==> config.mk <==
export PLATFORM = sky130hd
export DESIGN_NAME = motor_fault_monitor
export DESIGN_NICKNAME = d
export VERILOG_FILES = /design/src/rtl/motor_fault_pkg.sv /design/src/rtl/motor_fault_chan.sv /design/src/rtl/motor_fault_monitor.sv
export SDC_FILE = /design/constraint.sdc
export NUM_CORES = 1
export LEC_CHECK = 0
export CORE_MARGIN = 2
export CORE_UTILIZATION = 51
export DETAILED_ROUTE_END_ITERATION = 12
export GPL_TIMING_DRIVEN = 0
export PLACE_DENSITY = 0.83
export SLEW_MARGIN = 20
export SYNTH_ARGS = -nofsm -noshare
export SYNTH_HDL_FRONTEND = slang
export SYNTH_HIERARCHICAL = 1
export SYNTH_SLANG_ARGS = --single-unit
==> constraint.sdc <==
create_clock -name clk -period 2.3 [get_ports clk]
set_clock_uncertainty 0.05 [all_clocks]
set_input_delay 0.345 -clock clk [delete_from_list [all_inputs] [get_ports clk]]
set_output_delay 0.345 -clock clk [all_outputs]
set_load 0.01 [all_outputs]
==> src/rtl/motor_fault_pkg.sv <==
// Shared types for the motor fault monitor: FSM states, fault codes, counter width.
// Pure declarations; no latency, no backpressure.
package motor_fault_pkg;

  localparam int CODE_W = 2;
  localparam int CNT_W  = 8;

  typedef logic [1:0] state_t;
  localparam state_t ST_NORMAL  = 2'd0;
  localparam state_t ST_PENDING = 2'd1;
  localparam state_t ST_FAULT   = 2'd2;

  typedef enum logic [CODE_W-1:0] {
    CODE_NONE  = 2'b00,
    CODE_OC    = 2'b01,
    CODE_STALL = 2'b10,
    CODE_RSVD  = 2'b11
  } fault_code_t;

  function automatic logic [CNT_W-1:0] sat_inc(input logic [CNT_W-1:0] v,
                                               input logic [CNT_W-1:0] lim);
    return (v >= lim) ? v : v + 1'b1;
  endfunction

endpackage

==> src/rtl/motor_fault_chan.sv <==
// One channel: overcurrent/stall persistence FSM with latched code; outputs registered,
// one cycle after the completing sample; no backpressure (samples are never stalled).
module motor_fault_chan
  import motor_fault_pkg::*;
#(
  parameter int DATA_W  = 16,
  parameter int PERSIST = 8
) (
  input  logic              clk,
  input  logic              rst,
  input  logic              i_vld,
  input  logic [DATA_W-1:0] i_cur,
  input  logic [DATA_W-1:0] i_spd,
  input  logic [DATA_W-1:0] i_oc_thr,
  input  logic [DATA_W-1:0] i_stall_i_thr,
  input  logic [DATA_W-1:0] i_stall_spd_thr,
  input  logic              i_clr,
  output logic              o_det,
  output logic [CODE_W-1:0] o_code
);

  localparam logic [CNT_W-1:0] LIM = CNT_W'(PERSIST);

  state_t           r_state;
  logic [CNT_W-1:0] r_cnt;
  fault_code_t      r_code;

  logic             w_oc;
  logic             w_stall;
  logic             w_qual;
  fault_code_t      w_code;
  logic [CNT_W-1:0] w_cnt_nxt;

  assign w_oc      = i_cur > i_oc_thr;
  assign w_stall   = (i_cur > i_stall_i_thr) && (i_spd < i_stall_spd_thr);
  assign w_qual    = w_oc || w_stall;
  assign w_code    = w_oc ? CODE_OC : CODE_STALL;
  assign w_cnt_nxt = sat_inc(r_cnt, LIM);

`ifdef MOTOR_FAULT_AUTOCLR_EN
  logic [CNT_W-1:0] r_rec;
  logic [CNT_W-1:0] w_rec_nxt;
  assign w_rec_nxt = sat_inc(r_rec, LIM);
`endif

  always_ff @(posedge clk or posedge rst) begin
    if (rst) begin
      r_state <= ST_NORMAL;
      r_cnt   <= '0;
      r_code  <= CODE_NONE;
`ifdef MOTOR_FAULT_AUTOCLR_EN
      r_rec   <= '0;
`endif
    end else if (i_clr) begin
      // Clear beats any coincident sample; NORMAL already holds the cleared values.
      if (r_state != ST_NORMAL) begin
        r_state <= ST_NORMAL;
        r_cnt   <= '0;
        r_code  <= CODE_NONE;
`ifdef MOTOR_FAULT_AUTOCLR_EN
        r_rec   <= '0;
`endif
      end
    end else if (i_vld) begin
      case (r_state)
        ST_NORMAL, ST_PENDING: begin
          if (w_qual) begin
            r_cnt <= w_cnt_nxt;
            if (w_cnt_nxt == LIM) begin
              r_state <= ST_FAULT;
              r_code  <= w_code;
            end else begin
              r_state <= ST_PENDING;
            end
          end else begin
            r_state <= ST_NORMAL;
            r_cnt   <= '0;
          end
        end
        ST_FAULT: begin
`ifdef MOTOR_FAULT_AUTOCLR_EN
          if (w_qual) begin
            r_rec <= '0;
          end else if (w_rec_nxt == LIM) begin
            r_state <= ST_NORMAL;
            r_cnt   <= '0;
            r_code  <= CODE_NONE;
            r_rec   <= '0;
          end else begin
            r_rec <= w_rec_nxt;
          end
`endif
        end
        default: r_state <= ST_NORMAL;
      endcase
    end
  end

  assign o_det  = (r_state == ST_FAULT);
  assign o_code = r_code;

endmodule

==> src/rtl/motor_fault_monitor.sv <==
// Multi-channel motor fault monitor; optional auto-recovery with MOTOR_FAULT_AUTOCLR_EN.
// Flags register one cycle after the completing sample; fault_irq pulses with them; no backpressure.
module motor_fault_monitor
  import motor_fault_pkg::*;
#(
  parameter int NUM_CH  = 4,
  parameter int DATA_W  = 16,
  parameter int PERSIST = 8
) (
  input  logic                     clk,
  input  logic                     rst,
  input  logic [NUM_CH-1:0]        sample_valid,
  input  logic [NUM_CH*DATA_W-1:0] current_in,
  input  logic [NUM_CH*DATA_W-1:0] speed_in,
  input  logic [DATA_W-1:0]        oc_thresh,
  input  logic [DATA_W-1:0]        stall_i_thresh,
  input  logic [DATA_W-1:0]        stall_spd_thresh,
  input  logic [NUM_CH-1:0]        fault_clear,
  output logic [NUM_CH-1:0]        fault_detected,
  output logic [CODE_W*NUM_CH-1:0] fault_code,
  output logic                     fault_any,
  output logic                     fault_irq
);

  logic [NUM_CH-1:0] r_det_d;

  for (genvar g = 0; g < NUM_CH; g++) begin : g_ch
    motor_fault_chan #(
      .DATA_W  (DATA_W),
      .PERSIST (PERSIST)
    ) u_chan (
      .clk             (clk),
      .rst             (rst),
      .i_vld           (sample_valid[g]),
      .i_cur           (current_in[g*DATA_W +: DATA_W]),
      .i_spd           (speed_in[g*DATA_W +: DATA_W]),
      .i_oc_thr        (oc_thresh),
      .i_stall_i_thr   (stall_i_thresh),
      .i_stall_spd_thr (stall_spd_thresh),
      .i_clr           (fault_clear[g]),
      .o_det           (fault_detected[g]),
      .o_code          (fault_code[g*CODE_W +: CODE_W])
    );
  end

  always_ff @(posedge clk or posedge rst) begin
    if (rst) r_det_d <= '0;
    else     r_det_d <= fault_detected;
  end

  // Rising edge of any flag; channels faulting together share one pulse.
  assign fault_any = |fault_detected;
  assign fault_irq = |(fault_detected & ~r_det_d);

endmodule

==> summary.txt, run 1 <==
Status = finished, violations left
Failing checks = setup timing
Vias in the first global route = 8460
Startpoint types = primary input
WL final = 29700 um
CTS tree = yes
Pin count of the biggest net entering global routing = 16
Synth Area per Inst = 7.966 um^2
Hold WS = 0.3700 ns
Core ar. = 0.01453 mm^2
Yosys reg bits = 52
Post-synth top flop = dfrtp_1
Commonest non-fill, non-tap cells in the layout = 170 x inv_1, 97 x ha_1, 92 x ha_4
H-tree levels = 2
Netlist cell types = 62
P&R area growth vs syn = 56.12%
GP Congestion = 0.9175
Total power = 0.004369 W
Global-route usage over all layers = 31.43%
Final setup viols = 41
Ports = 200
Clock sinks = 52
Slew HR = 50.23%
Cells after DPL = 1332
Async set or reset register ratio after synthesis = 100.0%
Largest fanout on the critical path = 4
Final Max Tran Viols = 0
Count of mapped cells out of synthesis = 949
DR pass1 iterations = 6
Post-synth EDFFs = 0
Clock root buffer = clkbuf_16
RSZ-0062 raised after global routing = true
TritonCTS Buffers = 5
Initial core utilization = 52.01%
DPL Wire Length = 19220 um
Routed wire per std cell = 21.34 um
First-pass GRT wire length = 40490 um
Number of DRC markers in iteration 0 = 724
Commonest non-fill, non-tap cell in the layout = inv_1
Clk slew on worst S/H paths = 0.06 ns
CP Class = in2reg
Die area = 0.01581 mm^2
PwrDens = 370.2 mW/mm^2
Crit path DAT = 2.76 ns
Mapped Area = 0.007560 mm^2
Share of layout cells above drive strength 1 = 33.17%
Crit end category = flip-flop
Final non-filler cell total = 1392
Die height = 125.8 um
Final min period = 2.626 ns
Total gr overflow = 0
Final Hold Viols = 0
Max-cap violation count = 0
Critical path data required time = 2.43 ns
Fill count = 830
Worst-case clock buffer depth = 2
Final Cell Area = 0.01180 mm^2
ANT nets after route = 0
Reg2reg setup slack = 0.07 ns
Final net count = 1587
Post-DP Area = 0.009913 mm^2
Max VDD drop = 0.4407 mV
Synth warn = 6
# DRC = 0
Port buffer count = 199
LEAKAGE = 5.977 nW
Number of cell rows = 44
Vias per cell = 6.259
FMAX = 0.3808 GHz
Via count = 8713
Tcrit/Tclk final = 114.2%
Post-layout util = 81.21%
Final Worst Setup Slack = -0.3264 ns
Syn nets = 1331
Register area share after synthesis = 17.21%
Chip width = 125.8 um
Antenna violations before repair = 2
Clock Latency Late Sink = 0.29 ns
Slew at the pin closest to its max-slew limit = 0.7409 ns
Min-Delay Path Class = in2async
## critical path, stage by stage
cell,delay [ns]
buf_4,0.12
inv_1,0.10
ha_4,0.29
nand4_1,0.31
or3_4,0.49
o211ai_1,0.31
a311oi_4,0.11
and3_1,0.21
a221o_1,0.26
a31o_2,0.21
## area by class of cell
type	count	area (um^2)	area share, %
diodes	2	5.005	0.04240
plain buffers	1	11.26	0.09541
clock buffers	6	128.9	1.092
clock inverters	2	35.03	0.2968
inverters	215	837.1	7.092
multi-input cells	679	7049	59.73
flip-flops and latches	52	1303	11.04
well taps	184	230.2	1.951
repair buffers	251	2203	18.67
## cell usage after synthesis (all sizes together) (4+ instances only)
cell / instances / area [um^2]
inv: 215 / 807.0
ha: 196 / 2452
a21oi: 74 / 374.1
nand2: 73 / 274.0
dfrtp: 52 / 1301
nand3: 31 / 155.2
nand4: 28 / 175.2
and2: 22 / 138.9
a21o: 21 / 158.9
and3: 21 / 132.6
nor2: 20 / 82.58
o21ai: 19 / 98.85
and4: 12 / 111.4
nor2b: 12 / 75.07
nor3: 12 / 60.06
o211ai: 12 / 90.09
a31o: 10 / 87.59
a211o: 9 / 78.83
nand2b: 8 / 50.05
a211oi: 7 / 67.57
o21a: 7 / 52.55
a32o: 6 / 60.06
or3: 6 / 37.54
a221o: 5 / 50.05
nand3b: 5 / 37.54
nor4: 5 / 31.28
or4: 5 / 48.79
a21boi: 4 / 33.78
a221oi: 4 / 35.03
a31oi: 4 / 25.02
a32oi: 4 / 35.03
mux2i: 4 / 40.04
o221a: 4 / 45.04
o31ai: 4 / 30.03
## state kept, by name, summed over array words and instances (netlist names)
register             flops
g_ch.u_chan/r_cnt       32
r_det_d                  4
g_ch.u_chan/r_state      8
g_ch.u_chan/o_code       8
## kinds of logic after synthesis
group	after synthesis	share of synthesized area, %
AO/OA/AOI/OAI	208	19.10
flip-flops	52	17.21
buffers and inverters	218	10.87
AND/OR/NAND/NOR	270	19.73
XOR/XNOR	1	0.1159
adder cells (fa/ha/maj)	196	32.44
multiplexers	4	0.5296
## power by group
part / internal [W] / switching [W]
Combinational: 0.00117 / 0.00117
Clock: 0.000512 / 0.000326
Sequential: 0.00104 / 0.000152
## metrics by stage
step	TNS [ns]	setup slack (ns)
6_report	-4.819	-0.3264
4_1_cts	-2.713	-0.1686
2_1_floorplan	0	0.0004694
5_1_grt	-7.077	-0.3900
3_3_place_gp	-41.77	-1.038
3_5_place_dp	-43.61	-1.064
## path summary, 6_finish.rpt
check	start	end	cells after the start
max	stall_i_thresh[14]	g_ch[0].u_chan/r_cnt[1]	10
min	rst	r_det_d[3]	2
max reg2reg	g_ch[3].u_chan/r_cnt[0]	g_ch[3].u_chan/o_code[0]	10
min reg2reg	g_ch[1].u_chan/r_cnt[7]	g_ch[1].u_chan/r_cnt[7]	1
max in group asynchronous	rst	g_ch[1].u_chan/r_cnt[7]	2
min in group clk	g_ch[1].u_chan/r_cnt[7]	g_ch[1].u_chan/r_cnt[7]	1
## timing repair
| item | in CTS | in global routing |
|---|---|---|
| hold buffers | 0 | 0 |
| gates resized for setup | 524 | 191 |
| buffers inserted | 42 | 10 |
| endpoints found under the hold margin | 0 | 0 |
| endpoints found under the setup margin | 49 | 48 |
| pin swaps | 193 | 133 |
## per-layer routing
metal | share of wire (%) | up-vias | GRT usage, % | routed length, um
met1 | 36 | 4056 | 36.29 | 10840
met4 | 8.6 | 0 | 18.10 | 2564
li1 | - | 3888 | - | -
met2 | 47 | 562 | 55.77 | 13950
met5 | 0 | - | 0 | 0
met3 | 7.9 | 207 | 4.206 | 2348
No activity file was read; power rests on OpenSTA's default activity.
==> run 2: changes to the inputs <==
--- a/config.mk
+++ b/config.mk
@@ -10,7 +10,6 @@
 export DETAILED_ROUTE_END_ITERATION = 12
 export GPL_TIMING_DRIVEN = 0
 export PLACE_DENSITY = 0.83
-export SLEW_MARGIN = 20
 export SYNTH_ARGS = -nofsm -noshare
 export SYNTH_HDL_FRONTEND = slang
 export SYNTH_HIERARCHICAL = 1
==> results of run 2 <==
Final layout, timing and power as in run 1 (identical DEF).
